--- src/rtl/icache_refill_responder_pkg.sv ---
// Shared definitions for the ICache line-refill responder: default geometry and FSM state encoding.
package icache_refill_responder_pkg;

  localparam int DEF_WORD          = 32;
  localparam int DEF_LINE_WIDTH    = 128;
  localparam int DEF_MEM_DEPTH_LOG = 12;
  localparam int DEF_MEM_LATENCY   = 1;

  typedef enum logic [1:0] {
    IDLE  = 2'd0,
    ISSUE = 2'd1,
    DRAIN = 2'd2,
    RESP  = 2'd3
  } refill_state_t;

endpackage

--- src/rtl/icache_refill_responder_if.sv ---
// Bundle between ICache, refill responder and the synchronous instruction RAM.
// Request is a level: req_valid stays high until the one-cycle resp_ready pulse, which
// qualifies resp_line; abort withdraws an in-flight request and no pulse follows for it.
interface icache_refill_responder_if #(
  parameter int WORD          = 32,
  parameter int LINE_WIDTH    = 128,
  parameter int MEM_DEPTH_LOG = 12
);
  logic                     req_valid;
  logic [WORD-1:0]          req_addr;
  logic                     abort;
  logic                     resp_ready;
  logic [LINE_WIDTH-1:0]    resp_line;
  logic                     busy;
  logic                     mem_en;
  logic [MEM_DEPTH_LOG-1:0] mem_addr;
  logic [WORD-1:0]          mem_rdata;

  modport slave (
    input  req_valid, req_addr, abort, mem_rdata,
    output resp_ready, resp_line, busy, mem_en, mem_addr
  );

  modport master (
    output req_valid, req_addr, abort, mem_rdata,
    input  resp_ready, resp_line, busy, mem_en, mem_addr
  );
endinterface

--- src/rtl/icache_refill_responder_refill_line_buffer.sv ---
// Line assembly register: writes one word slot by index, clears as a whole, presents the line in parallel.
module refill_line_buffer #(
  parameter int WORD  = 32,
  parameter int WORDS = 4,
  parameter int IDX_W = 2
) (
  input  logic                  clk,
  input  logic                  rst,
  input  logic                  clear,
  input  logic                  wr_en,
  input  logic [IDX_W-1:0]      wr_idx,
  input  logic [WORD-1:0]       wr_data,
  output logic [WORD*WORDS-1:0] line
);

  always_ff @(posedge clk or negedge rst) begin
    if (!rst) begin
      line <= '0;
    end else if (clear) begin
      line <= '0;
    end else if (wr_en) begin
      for (int k = 0; k < WORDS; k++) begin
        if (wr_idx == IDX_W'(k)) line[k*WORD +: WORD] <= wr_data;
      end
    end
  end

endmodule

--- src/rtl/icache_refill_responder.sv ---
// Memory-side ICache refill responder: reads one line word-by-word from the instruction RAM,
// assembles it and returns it with a single-cycle resp_ready pulse.
module icache_refill_responder
  import icache_refill_responder_pkg::*;
#(
  parameter int WORD          = DEF_WORD,
  parameter int LINE_WIDTH    = DEF_LINE_WIDTH,
  parameter int MEM_DEPTH_LOG = DEF_MEM_DEPTH_LOG,
  parameter int MEM_LATENCY   = DEF_MEM_LATENCY
) (
  input  logic                      clk,
  input  logic                      rst,
  icache_refill_responder_if.slave  bus,
  output refill_state_t             state
);

  localparam int WPL    = LINE_WIDTH / WORD;
  localparam int CNT_W  = $clog2(WPL);
  localparam int OFF_W  = $clog2(LINE_WIDTH / 8);
  localparam int BASE_W = WORD - OFF_W;
  localparam logic [CNT_W-1:0] LAST_IDX = CNT_W'(WPL - 1);

  refill_state_t            state_q, next_state;
  logic [BASE_W-1:0]        base_q, addr_base;
  logic [CNT_W-1:0]         issue_cnt, next_issue_cnt, capture_cnt, addr_cnt;
  logic [BASE_W+CNT_W-1:0]  full_addr;
  logic [MEM_LATENCY-1:0]   tag_q;
  logic                     mem_en_q, next_mem_en, resp_ready_q, next_resp_ready, busy_q;
  logic [MEM_DEPTH_LOG-1:0] mem_addr_q, next_mem_addr;
  logic                     accept, cancel, capture_fire, capture_en, last_capture;
  logic [LINE_WIDTH-1:0]    line_q;
  logic                     unused_offset;

  assign accept       = (state_q == IDLE) && bus.req_valid && !bus.abort;
  assign cancel       = bus.abort && ((state_q == ISSUE) || (state_q == DRAIN));
  assign capture_fire = tag_q[MEM_LATENCY-1];
  assign capture_en   = capture_fire && !cancel;
  assign last_capture = capture_fire && (capture_cnt == LAST_IDX);

  always_ff @(posedge clk or negedge rst) begin
    if (!rst) state_q <= IDLE;
    else      state_q <= next_state;
  end

  // Outputs are computed one cycle ahead here so every port leaves a flop.
  always_comb begin
    next_state      = state_q;
    next_issue_cnt  = issue_cnt;
    next_mem_en     = 1'b0;
    next_resp_ready = 1'b0;
    addr_base       = base_q;
    addr_cnt        = issue_cnt + 1'b1;
    unique case (state_q)
      IDLE: begin
        if (accept) begin
          next_state     = ISSUE;
          next_issue_cnt = '0;
          next_mem_en    = 1'b1;
          addr_base      = bus.req_addr[WORD-1:OFF_W];
          addr_cnt       = '0;
        end
      end
      ISSUE: begin
        if (cancel) begin
          next_state = IDLE;
        end else if (issue_cnt == LAST_IDX) begin
          next_state = DRAIN;
        end else begin
          next_issue_cnt = issue_cnt + 1'b1;
          next_mem_en    = 1'b1;
        end
      end
      DRAIN: begin
        if (cancel) begin
          next_state = IDLE;
        end else if (last_capture) begin
          next_state      = RESP;
          next_resp_ready = 1'b1;
        end
      end
      RESP:    next_state = IDLE;
      default: next_state = IDLE;
    endcase
    full_addr     = {addr_base, addr_cnt};
    next_mem_addr = next_mem_en ? full_addr[MEM_DEPTH_LOG-1:0] : mem_addr_q;
  end

  always_ff @(posedge clk or negedge rst) begin
    if (!rst) begin
      base_q       <= '0;
      issue_cnt    <= '0;
      capture_cnt  <= '0;
      tag_q        <= '0;
      mem_en_q     <= 1'b0;
      mem_addr_q   <= '0;
      resp_ready_q <= 1'b0;
      busy_q       <= 1'b0;
    end else begin
      issue_cnt    <= next_issue_cnt;
      mem_en_q     <= next_mem_en;
      mem_addr_q   <= next_mem_addr;
      resp_ready_q <= next_resp_ready;
      busy_q       <= (next_state != IDLE);
      if (accept) begin
        base_q      <= bus.req_addr[WORD-1:OFF_W];
        capture_cnt <= '0;
      end else if (capture_en) begin
        capture_cnt <= capture_cnt + 1'b1;
      end
      // Tags follow each issued read through the RAM latency; a cancel drops reads still in flight.
      if (cancel) begin
        tag_q <= '0;
      end else begin
        for (int i = MEM_LATENCY - 1; i > 0; i--) tag_q[i] <= tag_q[i-1];
        tag_q[0] <= mem_en_q;
      end
    end
  end

  refill_line_buffer #(
    .WORD  (WORD),
    .WORDS (WPL),
    .IDX_W (CNT_W)
  ) u_line_buffer (
    .clk     (clk),
    .rst     (rst),
    .clear   (cancel),
    .wr_en   (capture_en),
    .wr_idx  (capture_cnt),
    .wr_data (bus.mem_rdata),
    .line    (line_q)
  );

  assign bus.resp_ready = resp_ready_q;
  assign bus.resp_line  = line_q;
  assign bus.busy       = busy_q;
  assign bus.mem_en     = mem_en_q;
  assign bus.mem_addr   = mem_addr_q;
  assign state          = state_q;
  assign unused_offset  = ^bus.req_addr[OFF_W-1:0];

endmodule

--- src/flat_wrapper.sv ---
// flat-port wrapper written by rule: the top's interface ports become plain ports
module icache_refill_responder_flat import icache_refill_responder_pkg::*;
#(
  parameter int WORD          = DEF_WORD,
  parameter int LINE_WIDTH    = DEF_LINE_WIDTH,
  parameter int MEM_DEPTH_LOG = DEF_MEM_DEPTH_LOG,
  parameter int MEM_LATENCY   = DEF_MEM_LATENCY
)
  (clk, rst, state, bus_req_valid, bus_req_addr, bus_abort, bus_mem_rdata, bus_resp_ready, bus_resp_line, bus_busy, bus_mem_en, bus_mem_addr);
  icache_refill_responder_if #(.WORD(WORD), .LINE_WIDTH(LINE_WIDTH), .MEM_DEPTH_LOG(MEM_DEPTH_LOG)) bus_i ();
  input  logic clk;
  input  logic rst;
  output refill_state_t state;
  input wire logic [$bits(bus_i.req_valid)-1:0] bus_req_valid;
  input wire logic [$bits(bus_i.req_addr)-1:0] bus_req_addr;
  input wire logic [$bits(bus_i.abort)-1:0] bus_abort;
  input wire logic [$bits(bus_i.mem_rdata)-1:0] bus_mem_rdata;
  output wire logic [$bits(bus_i.resp_ready)-1:0] bus_resp_ready;
  output wire logic [$bits(bus_i.resp_line)-1:0] bus_resp_line;
  output wire logic [$bits(bus_i.busy)-1:0] bus_busy;
  output wire logic [$bits(bus_i.mem_en)-1:0] bus_mem_en;
  output wire logic [$bits(bus_i.mem_addr)-1:0] bus_mem_addr;
  assign bus_i.req_valid = bus_req_valid;
  assign bus_i.req_addr = bus_req_addr;
  assign bus_i.abort = bus_abort;
  assign bus_i.mem_rdata = bus_mem_rdata;
  assign bus_resp_ready = bus_i.resp_ready;
  assign bus_resp_line = bus_i.resp_line;
  assign bus_busy = bus_i.busy;
  assign bus_mem_en = bus_i.mem_en;
  assign bus_mem_addr = bus_i.mem_addr;
  icache_refill_responder #(.WORD(WORD), .LINE_WIDTH(LINE_WIDTH), .MEM_DEPTH_LOG(MEM_DEPTH_LOG), .MEM_LATENCY(MEM_LATENCY)) u_core (.clk(clk), .rst(rst), .bus(bus_i), .state(state));
endmodule
--- config.mk ---
export PLATFORM = sky130hd
export DESIGN_NAME = icache_refill_responder_flat
export DESIGN_NICKNAME = d
export VERILOG_FILES = /design/src/rtl/icache_refill_responder_pkg.sv /design/src/rtl/icache_refill_responder_if.sv /design/src/rtl/icache_refill_responder_refill_line_buffer.sv /design/src/rtl/icache_refill_responder.sv /design/src/flat_wrapper.sv
export SDC_FILE = /design/constraint.sdc
export NUM_CORES = 1
export LEC_CHECK = 0
export ABC_AREA = 1
export CAP_MARGIN = 20
export CORE_ASPECT_RATIO = 0.75
export CORE_MARGIN = 2
export CORE_UTILIZATION = 60
export CTS_CLUSTER_DIAMETER = 30
export DETAILED_ROUTE_END_ITERATION = 8
export DONT_BUFFER_PORTS = 1
export GPL_TIMING_DRIVEN = 0
export PLACE_DENSITY = 0.77
export SETUP_SLACK_MARGIN = 0.05
export SKIP_CTS_REPAIR_TIMING = 1
export SYNTH_ARGS = -nofsm -noshare
export SYNTH_HDL_FRONTEND = slang
export SYNTH_SLANG_ARGS = --single-unit
--- constraint.sdc ---
create_clock -name clk -period 2.02 [get_ports clk]
set_clock_uncertainty 0.15 [all_clocks]
set_input_delay 0.404 -clock clk [delete_from_list [all_inputs] [get_ports clk]]
set_output_delay 0.404 -clock clk [all_outputs]
set_load 0.01 [all_outputs]
Yosys cells after proc, flatten, opt, wreduce, memory -nomap -nowiden. Index checks and enable logic that the tools add are counted. Widths: inputs -> output; s select.

Eq/ne operators: 10. Reduce and logical (&&, ||, !) cells: 23. Add/sub/neg operators: 2. Muxes and demuxes: 30.

Operators by type and width (count): $mux 128 (2); $mux 32 (4); $mux 28 (1); $mux 2 (12); $reduce_bool 2->1 (8); $eq 2x2->1 const B (5); $mux 10 (1); $pmux 2 s4 (1); $reduce_and 2->1 (4); $mux 1 (7); $logic_and 1x1->1 (5); $add 2x1->2 const B (2); $eq 2x1->1 const B (2); $logic_not 2->1 (2); $ne 2x2->1 const B (2); $pmux 2 s2 (1); $reduce_and 4->1 (1); $logic_not 1->1 (2); $ne 2x1->1 const B (1); $pmux 1 s2 (1); $logic_or 1x1->1 (1).

Output and inout bits: 145. Input port bits: 68. Bits in registers: 178. Word-level logic and storage cells: 78.

Logic depth before layout (Yosys ltp).
Depth after elaboration: 7. Mapped depth: 10. Gate-level depth less buffers: 9.

Modules after synthesis. A second synthesis with hierarchy kept.

Cells, all modules: 793. Area total of the unflattened synthesis: 6789.0 um2.

By module, submodules not included: refill_line_buffer (seq. area each 3203.1 um2, area an instance 5391.4 um2, cells an instance 636, times used 1); icache_refill_responder (seq. area each 800.8 um2, area an instance 1397.6 um2, cells an instance 157, times used 1).

Least setup slack after synthesis. Ideal clock, no wire load.

Kind: register to register. Start point: reg u_core.state_q[0] (netlist: u_core.state[0]). End point: reg u_core.u_line_buffer.line[11]. Slack: 327 ps. Arrival: 1413 ps. Path buffers: 1. Stages on the path, launching flop included: 8. Data required time: 1740 ps. Setup time: 130 ps. Period minus slack after synthesis: 1693 ps. Path through: dfrtp_1 inv_1 ha_1 nand2_2 nand2_1 inv_2 clkbuf_1 o21ai_0.

Longest elaborated chain between the ends: 7. Elaborated cells on any way between the ends: 10. Those cells by class: eq/ne: 2; mux: 1; reduce/logical: 7.

Ends and longest elaborated chain: start: declaration (line icache_refill_responder.sv:23) `refill_state_t state_q, next_state;`; start signal: assignment (line icache_refill_responder.sv:42) `else state_q <= next_state;`; $eq 2x1->1 / $eq 2x2->1 (equally long branches) (line icache_refill_responder.sv:35) `assign cancel = bus.abort && ((state_q == ISSUE) || (state_q == DRAIN));`; $logic_or 1x1->1 * (line icache_refill_responder.sv:35); $logic_and 1x1->1 * (line icache_refill_responder.sv:35); $logic_not 1->1 (line icache_refill_responder.sv:37) `assign capture_en = capture_fire && !cancel;`; $logic_and 1x1->1 (line icache_refill_responder.sv:37); $reduce_bool 2->1 (no source line); $reduce_and 2->1 (no source line); end signal: indexed assignment (line icache_refill_responder_refill_line_buffer.sv:23) `if (wr_idx == IDX_W'(k)) line[k*WORD +: WORD] <= wr_data;`; end: declaration (line icache_refill_responder_refill_line_buffer.sv:13) `output logic [WORD*WORDS-1:0] line`.

Every way passes the cells marked *; elsewhere a longest branch is shown, timed or not. A chain may end at the register's enable or synchronous reset.

Final worst setup path.
Start point: reg u_core.state_q[0] (netlist: u_core.state[0]). End point: reg u_core.u_line_buffer.line[114].

The elaborated chain is that of the path after synthesis.

==> parameters.txt <==
Parameter                              Value

Drt
  Average routed wire per standard cell ... 19.4 um
  Post-DR vias/cell ... 5.73
  Antenna Violating Nets Remaining ... 0
  Number of DRC markers after the initial detailed-route iteration ... 330
  DR pass1 iterations ... 5
  Total DRC errors in the routed layout ... 0
  Overall via count from detail_route ... 4540
  Wire length after detailed routing ... 15400 um

Power and ir drop
  Leak ... 3.52 nW
  Cell Pwr Density ... 1920 nW/um2
  Overall power of the completed layout ... 13.6 mW
  IR drop worst, VDD ... 1.06 mV

Synthesis
  Synth area leader ... dfrtp_1
  Area of the mapped netlist ... 6130 um2
  Part of the Yosys area used for sequential elements ... 65.4%
  Mapped Nets ... 698
  Flip-flop and latch count after synthesis ... 160
  Synthesized area per cell ... 9.85 um2
  Number of instances in the synthesized netlist ... 622
  Leading post-synthesis cells by cell area ... dfrtp_1 65%, nand2_1 14%, o21ai_0 9.0%
  Fraction of synthesized cell area taken by the top area cell type ... 65.4%
  Yosys warns ... 0
  Number of distinct standard cells referenced by the synthesized netlist ... 19

Setup path
  Origin of the critical flop-to-flop path ... u_core.state[0]
  Critical Path Sink Type ... register
  Worst reg-to-reg path cell count ... 7
  Slack of the worst reg-to-reg path ... 130 ps
  Critical Path Source Type ... register
  Data arrival time of the worst path ... 2060 ps
  CP max FO ... 10
  Class of the most critical setup path ... reg -> reg
  Worst flop-to-flop path endpoint ... u_core.u_line_buffer.line[114]
  Data required time of the critical path ... 2190 ps

Finish
  Count of placed standard cells in the final layout, fillers left out ... 793
  Commonest cells after routing, fill and taps aside ... 230 x nand2_1, 159 x dfrtp_1, 92 x o21ai_0
  Layout cells sized above 1 ... 12.9%
  Post-Layout Inst Area ... 7080 um2
  Signed area change from the synthesized netlist to the final layout ... 15.5%
  Finished Core Util ... 72.4%
  Commonest non-fill, non-tap cell in the layout ... nand2_1
  Final nets ... 724
  Antenna diode instance count ... 0

Global route
  Remaining global-route overflow ... 0
  Maximum number of pins on one net before global-route repair ... 161
  Vias in the first global route ... 4414
  Wire length of the first global-routing pass ... 23700 um
  Number of antenna violations at the first check in global routing ... 0
  Overall routing resource usage ... 28.4%

Die
  Die W ... 121 um
  Starting Density ... 62.7%
  Die Y ... 91.5 um
  Number of placement rows ... 31
  Full die area ... 11000 um2
  Floorplan core area ... 9770 um2
  I/O pin count ... 213

Run status
  Violations in the final reports ... negative hold slack
  Outcome ... complete, but fails checks

Timing
  Final worst-path cycle share ... 93.6%
  Transition time at the pin with the least slew margin ... 293 ps
  Min Hold Slack ... -468 ps
  Setup Viol. Count Final ... 0
  Shortest period the worst path allows ... 1890 ps
  Summed negative setup slack over all endpoints ... 0 ps
  Final critical-path setup slack ... 128 ps
  Unrepaired setup endpoints after global routing ... yes
  Remaining max-slew budget at the tightest pin ... 80.5%
  Fmax ... 0.529 GHz
  Final hold violations ... 161
  Max-slew violations ... 0

Clock network
  H-tree level count ... 4
  TritonCTS buffer count ... 17
  Buffer depth of the longest clock path ... 2
  Clock slew seen by the registers of the worst setup and hold paths ... 70 ps
  CTS sink count ... 160
  Clock insertion delay at the later pin of the skew report ... 420 ps
  Clock root buffer ... clkbuf_16
  TritonCTS clock tree ... yes

Job
  Max cap viols ... 0

Placement
  Routability cong. ... 0.867
  Count of port buffers added during placement ... 0
  DPL Wire Length ... 10400 um
  Placed cell areas ... 6290 um2
  Number of cells after detailed placement ... 754
  Worst setup slack before clock tree synthesis ... -90.0 ps

Hold path
  Hold WC Path Type ... in -> async
## worst max-delay path, cell delays in order (launching register included)
cell	delay, ps
dfrtp_2	420
inv_1	100
ha_1	350
nand2_4	120
buf_8	150
buf_6	150
nand2_1	120
o21ai_0	220
## Yosys cell counts (all sizes together)
cell	number
nor2	2
clkbuf	5
dfrtp	160
a21oi	2
o31ai	1
o21ai	133
nand3	21
buf	29
or2	1
ha	8
inv	21
nand2	239
## cell type report
| cell class | instances | area (um2) |
|---|---|---|
| clock buffer | 19 | 443 |
| fill | 720 | 2700 |
| multi-input combinational | 407 | 1850 |
| buffer | 34 | 253 |
| inverter | 21 | 83.8 |
| timing repair buffer | 7 | 70.1 |
| clock inverter | 13 | 209 |
| sequential | 160 | 4010 |
| tap | 132 | 165 |
## report_power, final
group	switching (mW)	internal [mW]
logic	2.43	1.28
registers	1.70	4.65
clock network	1.29	2.23
total	5.42	8.16
## routing by layer
metal | vias to the layer above | routed length, um | global-route usage, % | part of all wire [%]
li1 | 2064 | - | - | -
met1 | 2250 | 6080 | 36.0 | 40
met2 | 199 | 7440 | 45.2 | 48
met3 | 27 | 1570 | 11.6 | 10
met4 | 0 | 275 | 8.53 | 1.8
met5 | - | 0 | 0 | 0
## worst max path at each step
stage	cells past startpoint	to	slack, ps	from
2_1_floorplan	7	u_core.u_line_buffer.line[11]	330	u_core.state[0]
5_1_grt	7	u_core.u_line_buffer.line[114]	30	u_core.state[0]
4_1_cts	7	u_core.u_line_buffer.line[78]	-120	u_core.state[0]
6_report	7	u_core.u_line_buffer.line[114]	130	u_core.state[0]
3_5_place_dp	7	u_core.u_line_buffer.line[78]	-90	u_core.state[0]
3_3_place_gp	7	u_core.u_line_buffer.line[12]	-8	u_core.state[0]
## cell families after synthesis
kind of cell    share of synthesized area, %
simple gates                            17.2
flops                                   65.4
compound gates                          11.2
buf+inv                                 4.62
fa+ha+maj                               1.63
## state kept, by name, summed over array words and instances, names as in the netlist
signal / count
u_core.state: 2
u_core.capture_fire: 1
u_core.base_q: 10
u_core.u_line_buffer.line: 128
u_core.capture_cnt: 2
u_core.bus.mem_addr: 12
u_core.bus.busy: 1
u_core.bus.resp_ready: 1
u_core.issue_cnt: 2
u_core.bus.mem_en: 1
No activity file was read; power rests on OpenSTA's default activity.
